$ cat src/rtl/instr_mem_loader_if.sv
// Byte-stream program load channel into the instruction memory loader.
// The master drives program bytes; the slave (loader) returns ready.
interface instr_mem_loader_if;
    logic       load_start;
    logic       load_valid;
    logic [7:0] load_data;
    logic       load_last;
    logic       load_ready;

    modport master (
        output load_start,
        output load_valid,
        output load_data,
        output load_last,
        input  load_ready
    );

    modport slave (
        input  load_start,
        input  load_valid,
        input  load_data,
        input  load_last,
        output load_ready
    );
endinterface

$ cat src/rtl/instr_mem_loader.sv
// Writable instruction memory for the core: loads a program over a byte stream,
// holds the core in reset while loading, then serves instructions by pc.
module instr_mem_loader #(
    parameter int unsigned DEPTH  = 32,
    parameter int unsigned ADDR_W = 5,
    parameter logic [7:0]  FILL   = 8'b11000011
) (
    input  logic                origclk,
    input  logic                reset,
    instr_mem_loader_if.slave   load,
    input  logic [7:0]          pc,
    output logic [7:0]          instruction,
    output logic                cpu_reset,
    output logic [ADDR_W:0]     prog_len,
    output logic                pc_fault
);

    localparam int unsigned LEN_W = ADDR_W + 1;
    localparam int unsigned CMP_W = 9;

    typedef enum logic [1:0] {
        ST_LOAD  = 2'd0,
        ST_FLUSH = 2'd1,
        ST_RUN   = 2'd2
    } state_t;

    state_t            state;
    state_t            state_nxt;
    logic [7:0]        mem [DEPTH];
    logic [ADDR_W-1:0] ptr;

    logic hs_c;
    logic last_addr_c;
    logic in_range_c;
    logic run_c;
    logic restart_c;

    assign hs_c        = load.load_valid & load.load_ready;
    assign last_addr_c = (ptr == ADDR_W'(DEPTH - 1));
    assign in_range_c  = (CMP_W'(pc) < CMP_W'(prog_len));
    assign restart_c   = run_c & load.load_start;

    // State register
    always_ff @(posedge origclk) begin
        if (reset) begin
            state <= ST_LOAD;
        end else begin
            state <= state_nxt;
        end
    end

    // Next-state: LOAD exits only on a handshake, so an empty program cannot reach RUN
    always_comb begin
        state_nxt = state;
        case (state)
            ST_LOAD: begin
                if (hs_c && (load.load_last || last_addr_c)) begin
                    state_nxt = ST_FLUSH;
                end
            end
            ST_FLUSH: begin
                state_nxt = ST_RUN;
            end
            ST_RUN: begin
                if (load.load_start) begin
                    state_nxt = ST_LOAD;
                end
            end
            default: begin
                state_nxt = ST_LOAD;
            end
        endcase
    end

    // Moore outputs decoded from the state register
    always_comb begin
        load.load_ready = 1'b0;
        cpu_reset       = 1'b1;
        run_c           = 1'b0;
        case (state)
            ST_LOAD: begin
                load.load_ready = 1'b1;
            end
            ST_FLUSH: begin
                cpu_reset = 1'b1;
            end
            ST_RUN: begin
                cpu_reset = 1'b0;
                run_c     = 1'b1;
            end
            default: begin
                cpu_reset = 1'b1;
            end
        endcase
    end

    // Write pointer, program length and sticky out-of-range flag
    always_ff @(posedge origclk) begin
        if (reset) begin
            ptr      <= '0;
            prog_len <= '0;
            pc_fault <= 1'b0;
        end else if (restart_c) begin
            ptr      <= '0;
            prog_len <= '0;
            pc_fault <= 1'b0;
        end else begin
            if (hs_c) begin
                ptr      <= ptr + ADDR_W'(1);
                prog_len <= prog_len + LEN_W'(1);
            end
            if (run_c && !in_range_c) begin
                pc_fault <= 1'b1;
            end
        end
    end

    // Storage is never cleared; prog_len gates what is visible
    always_ff @(posedge origclk) begin
        if (hs_c) begin
            mem[ptr] <= load.load_data;
        end
    end

    // Zero-latency read; full 8-bit pc compare so pc >= DEPTH never aliases
    always_comb begin
        instruction = FILL;
        if (run_c && in_range_c) begin
            instruction = mem[pc[ADDR_W-1:0]];
        end
    end

endmodule

$ cat src/flat_wrapper.sv
// flat-port wrapper written by rule: the top's interface ports become plain ports
module instr_mem_loader_flat 
#(
    parameter int unsigned DEPTH  = 32,
    parameter int unsigned ADDR_W = 5,
    parameter logic [7:0]  FILL   = 8'b11000011
)
  (origclk, reset, pc, instruction, cpu_reset, prog_len, pc_fault, load_load_start, load_load_valid, load_load_data, load_load_last, load_load_ready);
  instr_mem_loader_if load_i ();
  input  logic origclk;
  input  logic reset;
  input  logic [7:0] pc;
  output logic [7:0] instruction;
  output logic cpu_reset;
  output logic [ADDR_W:0] prog_len;
  output logic pc_fault;
  input wire logic [$bits(load_i.load_start)-1:0] load_load_start;
  input wire logic [$bits(load_i.load_valid)-1:0] load_load_valid;
  input wire logic [$bits(load_i.load_data)-1:0] load_load_data;
  input wire logic [$bits(load_i.load_last)-1:0] load_load_last;
  output wire logic [$bits(load_i.load_ready)-1:0] load_load_ready;
  assign load_i.load_start = load_load_start;
  assign load_i.load_valid = load_load_valid;
  assign load_i.load_data = load_load_data;
  assign load_i.load_last = load_load_last;
  assign load_load_ready = load_i.load_ready;
  instr_mem_loader #(.DEPTH(DEPTH), .ADDR_W(ADDR_W), .FILL(FILL)) u_core (.origclk(origclk), .reset(reset), .load(load_i), .pc(pc), .instruction(instruction), .cpu_reset(cpu_reset), .prog_len(prog_len), .pc_fault(pc_fault));
endmodule
$ cat config.mk
export PLATFORM = sky130hd
export DESIGN_NAME = instr_mem_loader_flat
export DESIGN_NICKNAME = d
export VERILOG_FILES = /design/src/rtl/instr_mem_loader_if.sv /design/src/rtl/instr_mem_loader.sv /design/src/flat_wrapper.sv
export SDC_FILE = /design/constraint.sdc
export NUM_CORES = 1
export LEC_CHECK = 0
export CAP_MARGIN = 25
export CORE_MARGIN = 2
export CORE_UTILIZATION = 59
export CTS_CLUSTER_SIZE = 25
export DETAILED_ROUTE_END_ITERATION = 10
export HOLD_SLACK_MARGIN = 0.15
export PLACE_DENSITY = 0.78
export SLEW_MARGIN = 10
export SYNTH_ARGS = -nofsm -noshare
export SYNTH_HDL_FRONTEND = slang
export SYNTH_SLANG_ARGS = --single-unit
$ cat constraint.sdc
create_clock -name origclk -period 4.8 [get_ports origclk]
set_input_delay 0.96 -clock origclk [delete_from_list [all_inputs] [get_ports origclk]]
set_output_delay 0.96 -clock origclk [all_outputs]
set_load 0.02 [all_outputs]
== After elaboration in Yosys (flattened, before gate mapping) ==
Memories as Yosys holds them, arrays and structs flattened.
Cells that the tools add are included.

* Bitwise operators: 2
* Equality and inequality tests: 5
* Magnitude comparators: 1
* Add/subtract/negate cells: 2
* Multiplexer cells: 9
* Reduce and logical (&&, ||, !) cells: 8

{| class="wikitable"
|+ Operators by type and width
! cell !! count
|-
| $lt 8x6->1 || 1
|-
| $mux 8 || 1
|-
| $add 6x1->6 const B || 1
|-
| $pmux 2 s3 || 1
|-
| $add 5x1->5 const B || 1
|-
| $eq 5x5->1 const B || 1
|-
| $mux 1 || 5
|-
| $mux 2 || 2
|-
| $logic_and 1x1->1 || 3
|-
| $and 1x1->1 || 2
|-
| $eq 2x1->1 const B || 1
|-
| $eq 2x2->1 const B || 1
|-
| $logic_not 2->1 || 1
|-
| $ne 2x1->1 const B || 1
|-
| $ne 2x2->1 const B || 1
|-
| $reduce_and 2->1 || 1
|-
| $reduce_or 2->1 || 1
|-
| $logic_not 1->1 || 1
|-
| $logic_or 1x1->1 || 1
|}

* Memories: 1
* Output and inout port bits: 17
* Bits in registers: 14
* Bits in writable memories: 256
* Logic and storage cells: 32

{| class="wikitable"
|+ Memory list
! name !! depth !! bits a word !! rd ports !! clocked after Yosys merged registers in !! write ports !! RTL line !! text
|-
| u_core.mem || 32 || 8 || 1 || 0 || 1 || instr_mem_loader.sv:29 || <nowiki>logic [7:0] mem [DEPTH];</nowiki>
|}

== Logic depth before layout (Yosys ltp) ==
* Depth after elaboration: 6
* Gate-level depth with buffers: 8
* Mapped depth without buffers: 7

== Least setup slack after synthesis ==
No wires, ideal clock.

* Path kind: input port to output port
* Start: in pc[3]
* End: out instruction[2]
* Setup slack: 1.082 ns
* Cell stages on the path: 6
* Data required time: 3.840 ns
* Buffers on the path: 0
* Arrival: 2.758 ns
* Cell sequence: ha_1 a21o_1 a21oi_1 o221ai_1 or2_2 nor4_1

* Word-level cells in the longest chain between the ends: 3

{| class="wikitable"
|+ Ends and longest elaborated chain
! what !! RTL line !! text
|-
| start: declaration || flat_wrapper.sv:12 || <nowiki>input logic [7:0] pc;</nowiki>
|-
| $lt 8x6->1 || instr_mem_loader.sv:40 || <nowiki>assign in_range_c = (CMP_W'(pc) < CMP_W'(prog_len));</nowiki>
|-
| $logic_and 1x1->1 || instr_mem_loader.sv:128 || <nowiki>if (run_c && in_range_c) begin</nowiki>
|-
| $mux 8 (*) || instr_mem_loader.sv:128 ||
|-
| end: declaration || flat_wrapper.sv:13 || <nowiki>output logic [7:0] instruction;</nowiki>
|}

Every way passes the cells marked *; elsewhere a longest branch is shown, timed or not.

== Worst setup path after layout ==
* Start: in pc[3]
* End: out instruction[3]

The elaborated chain is that of the path after synthesis.

==> qor.csv <==
metric,value,unit
fmax,0.219,GHz
clock_sinks,270,
setup_viol,0,
post-dp-hpwl,13100,µm
finalCriticalPeriod,4.56,ns
die_area,19200,µm²
ys.flop_type,edfxtp_1,
required,3.84,ns
finalMaxSlewViolations,0,
syn-cell-area,10700,µm²
port_buffers,37,
final_net_count,628,
cts_buffers,26,
place.gp.congestion,0.866,
initial_core_util,59.8,%
cp_top_family,buffers and inverters,
slowest_delay,0.65,ns
vias,5501,
ant_nets,0,
worst_pin_slew,0.936,ns
async_flop_share,0,%
core,17800,µm²
slowest_stage,clkdlybuf4s50_1,
path_class,in -> out,
final_common_cell,edfxtp_1,
path_cells,clkdlybuf4s50_1 -> ha_1 -> a21o_1 -> a21oi_1 -> o221ai_1 -> or2_2 -> nor4_1 -> clkdlybuf4s50_1,
skew,0.0147,ns
cap_violations,0,
drc,0,
grt_use_total,22.9,%
hold_buffers,0,
endpoint_kind,primary output,
grt_overflow,0,
diodes,0,
cts_resized,0,
drt_wl_total,21800,µm
crit_top_cell,clkdlybuf4s50_1,
synth-seq-area-share,74.7,%
antenna_found_initial,0,
layout_common_cells,"256 x edfxtp_1, 62 x mux4_2, 55 x nor2_1",
worst-path-buf-inv,2,
power_density,403,nW/µm²
grt_start_max_net_pins,67,
root_buffer,clkbuf_16,
avgSynthCellArea,19.7,µm²
critPathMaxFanout,5,
n_fill_cell,1054,
setup_tns,0,ns
clk_pin_slew,0.06,ns
synth.yosys.warnings,0,
grt_first_pass_wirelength,33100,µm
rsz0062_at_grt,no,
row_count,49,
peakVddDrop,405,µV
hold_path.class,reg -> reg,
final-hold-violation-count,0,
cp.arrival,3.60,ns
regArea,7970,µm²
synth_edf_count,256,
grt_pass1_vias,5605,
ios,38,
clk_latency,0.53,ns
p_leak,0.00387,µW
synth_cells,541,
syn_nets,573,
multi_input_area,2500,µm²
via_per_inst,6.51,
synth-seq-cells,270,
htreeDepth,1,
start_kind,input pin,
drtIter0Drc,587,
drt-pass1-iter-count,8,
area_delta_synth_final,14.7,%
drive_gt1_share,21.1,%
fin_util,68.6,%
die_x,138,µm
status,finished clean,
wire_per_inst,25.8,µm
maxSlewHeadroom,37.4,%
fp.dieH,138,µm
clk_path_buf_depth,3,
ys_types,37,
fin_crit_sh,95.0,%
cts_tree,done,
cts_setup_buffers,0,
## kinds of logic (layout without fill, tap and decap cells)
family,count (synthesis),after routing,synth area share (%)
xor+xnor,8,8,0.657
simple gates,100,100,4.53
mux,75,75,14.4
compound gates,42,42,2.58
flops,270,270,74.7
fa+ha+maj,11,11,1.29
buf+inv,35,110,1.85
## cells in the mapped netlist (all sizes together) (3+ instances only)
| library cell | n | share of area (%) |
|---|---|---|
| a21o | 3 | 0.21 |
| a21oi | 7 | 0.33 |
| buf | 14 | 1.1 |
| clkbuf | 11 | 0.39 |
| dfxtp | 14 | 2.6 |
| edfxtp | 256 | 72 |
| ha | 11 | 1.3 |
| inv | 10 | 0.35 |
| mux2 | 8 | 0.84 |
| mux2i | 5 | 0.47 |
| mux4 | 62 | 13 |
| nand2 | 10 | 0.35 |
| nand3 | 3 | 0.14 |
| nand3b | 6 | 0.42 |
| nand4 | 4 | 0.23 |
| nor2 | 55 | 1.9 |
| nor4 | 4 | 0.23 |
| o22ai | 24 | 1.4 |
| o41ai | 3 | 0.25 |
| or2 | 3 | 0.18 |
| or3 | 3 | 0.18 |
| or3b | 3 | 0.25 |
| xnor2 | 6 | 0.49 |
## worst register-to-register path: stages (launching register included)
cell and delay [ns]:
dfxtp_1 0.34, nor3b_2 0.18, buf_4 0.24, nand2_1 0.30, nor2_1 0.82
## layer usage
metal | up-vias | global-route usage (%) | routed length [µm]
met3 | 43 | 3.84 | 1710
met1 | 2840 | 33.4 | 8990
li1 | 2317 | - | -
met5 | - | 0 | 0
met4 | 0 | 6.39 | 582
met2 | 301 | 36.8 | 10500
## power breakdown
part	internal [µW]	switching, µW
combinational	112	149
clock	1240	832
sequential	2590	10.1
## registers in the layout, summed over array words and instances (netlist names)
register         cells
u_core.pc_fault      1
u_core.prog_len      6
u_core.state         2
u_core.mem         256
u_core.ptr           5
## final cells by class
type                    count  area share, %
flip-flops and latches    270           65.1
multi-input cells         236           20.5
clock buffers              32           5.68
repair buffers             52           4.68
well taps                 229           2.34
clock inverters            16           1.41
inverters                  10          0.307
## path summary, 6_finish.rpt
path                    from               end  slack (ns)  cells past startpoint
max                    pc[3]    instruction[3]        0.24                      8
min          u_core.pc_fault   u_core.pc_fault        0.51                      2
max reg2reg  u_core.state[1]  u_core.mem[7][5]        2.54                      4
min reg2reg  u_core.pc_fault   u_core.pc_fault        0.51                      2
## stage by stage
step	hold WS [ns]	cells	setup slack [ns]	instance area [µm²]	total power (µW)
after floorplan	0.518	541	1.08	10700	2800
after global placement	0.468	790	0.322	11200	2890
after detailed placement	0.473	792	0.236	11300	2910
after CTS	0.505	840	0.253	12200	4940
after global routing	0.514	845	0.0708	12200	5060
final	0.509	845	0.242	12200	4940
Note: power is estimated with default switching activity, not from simulation.
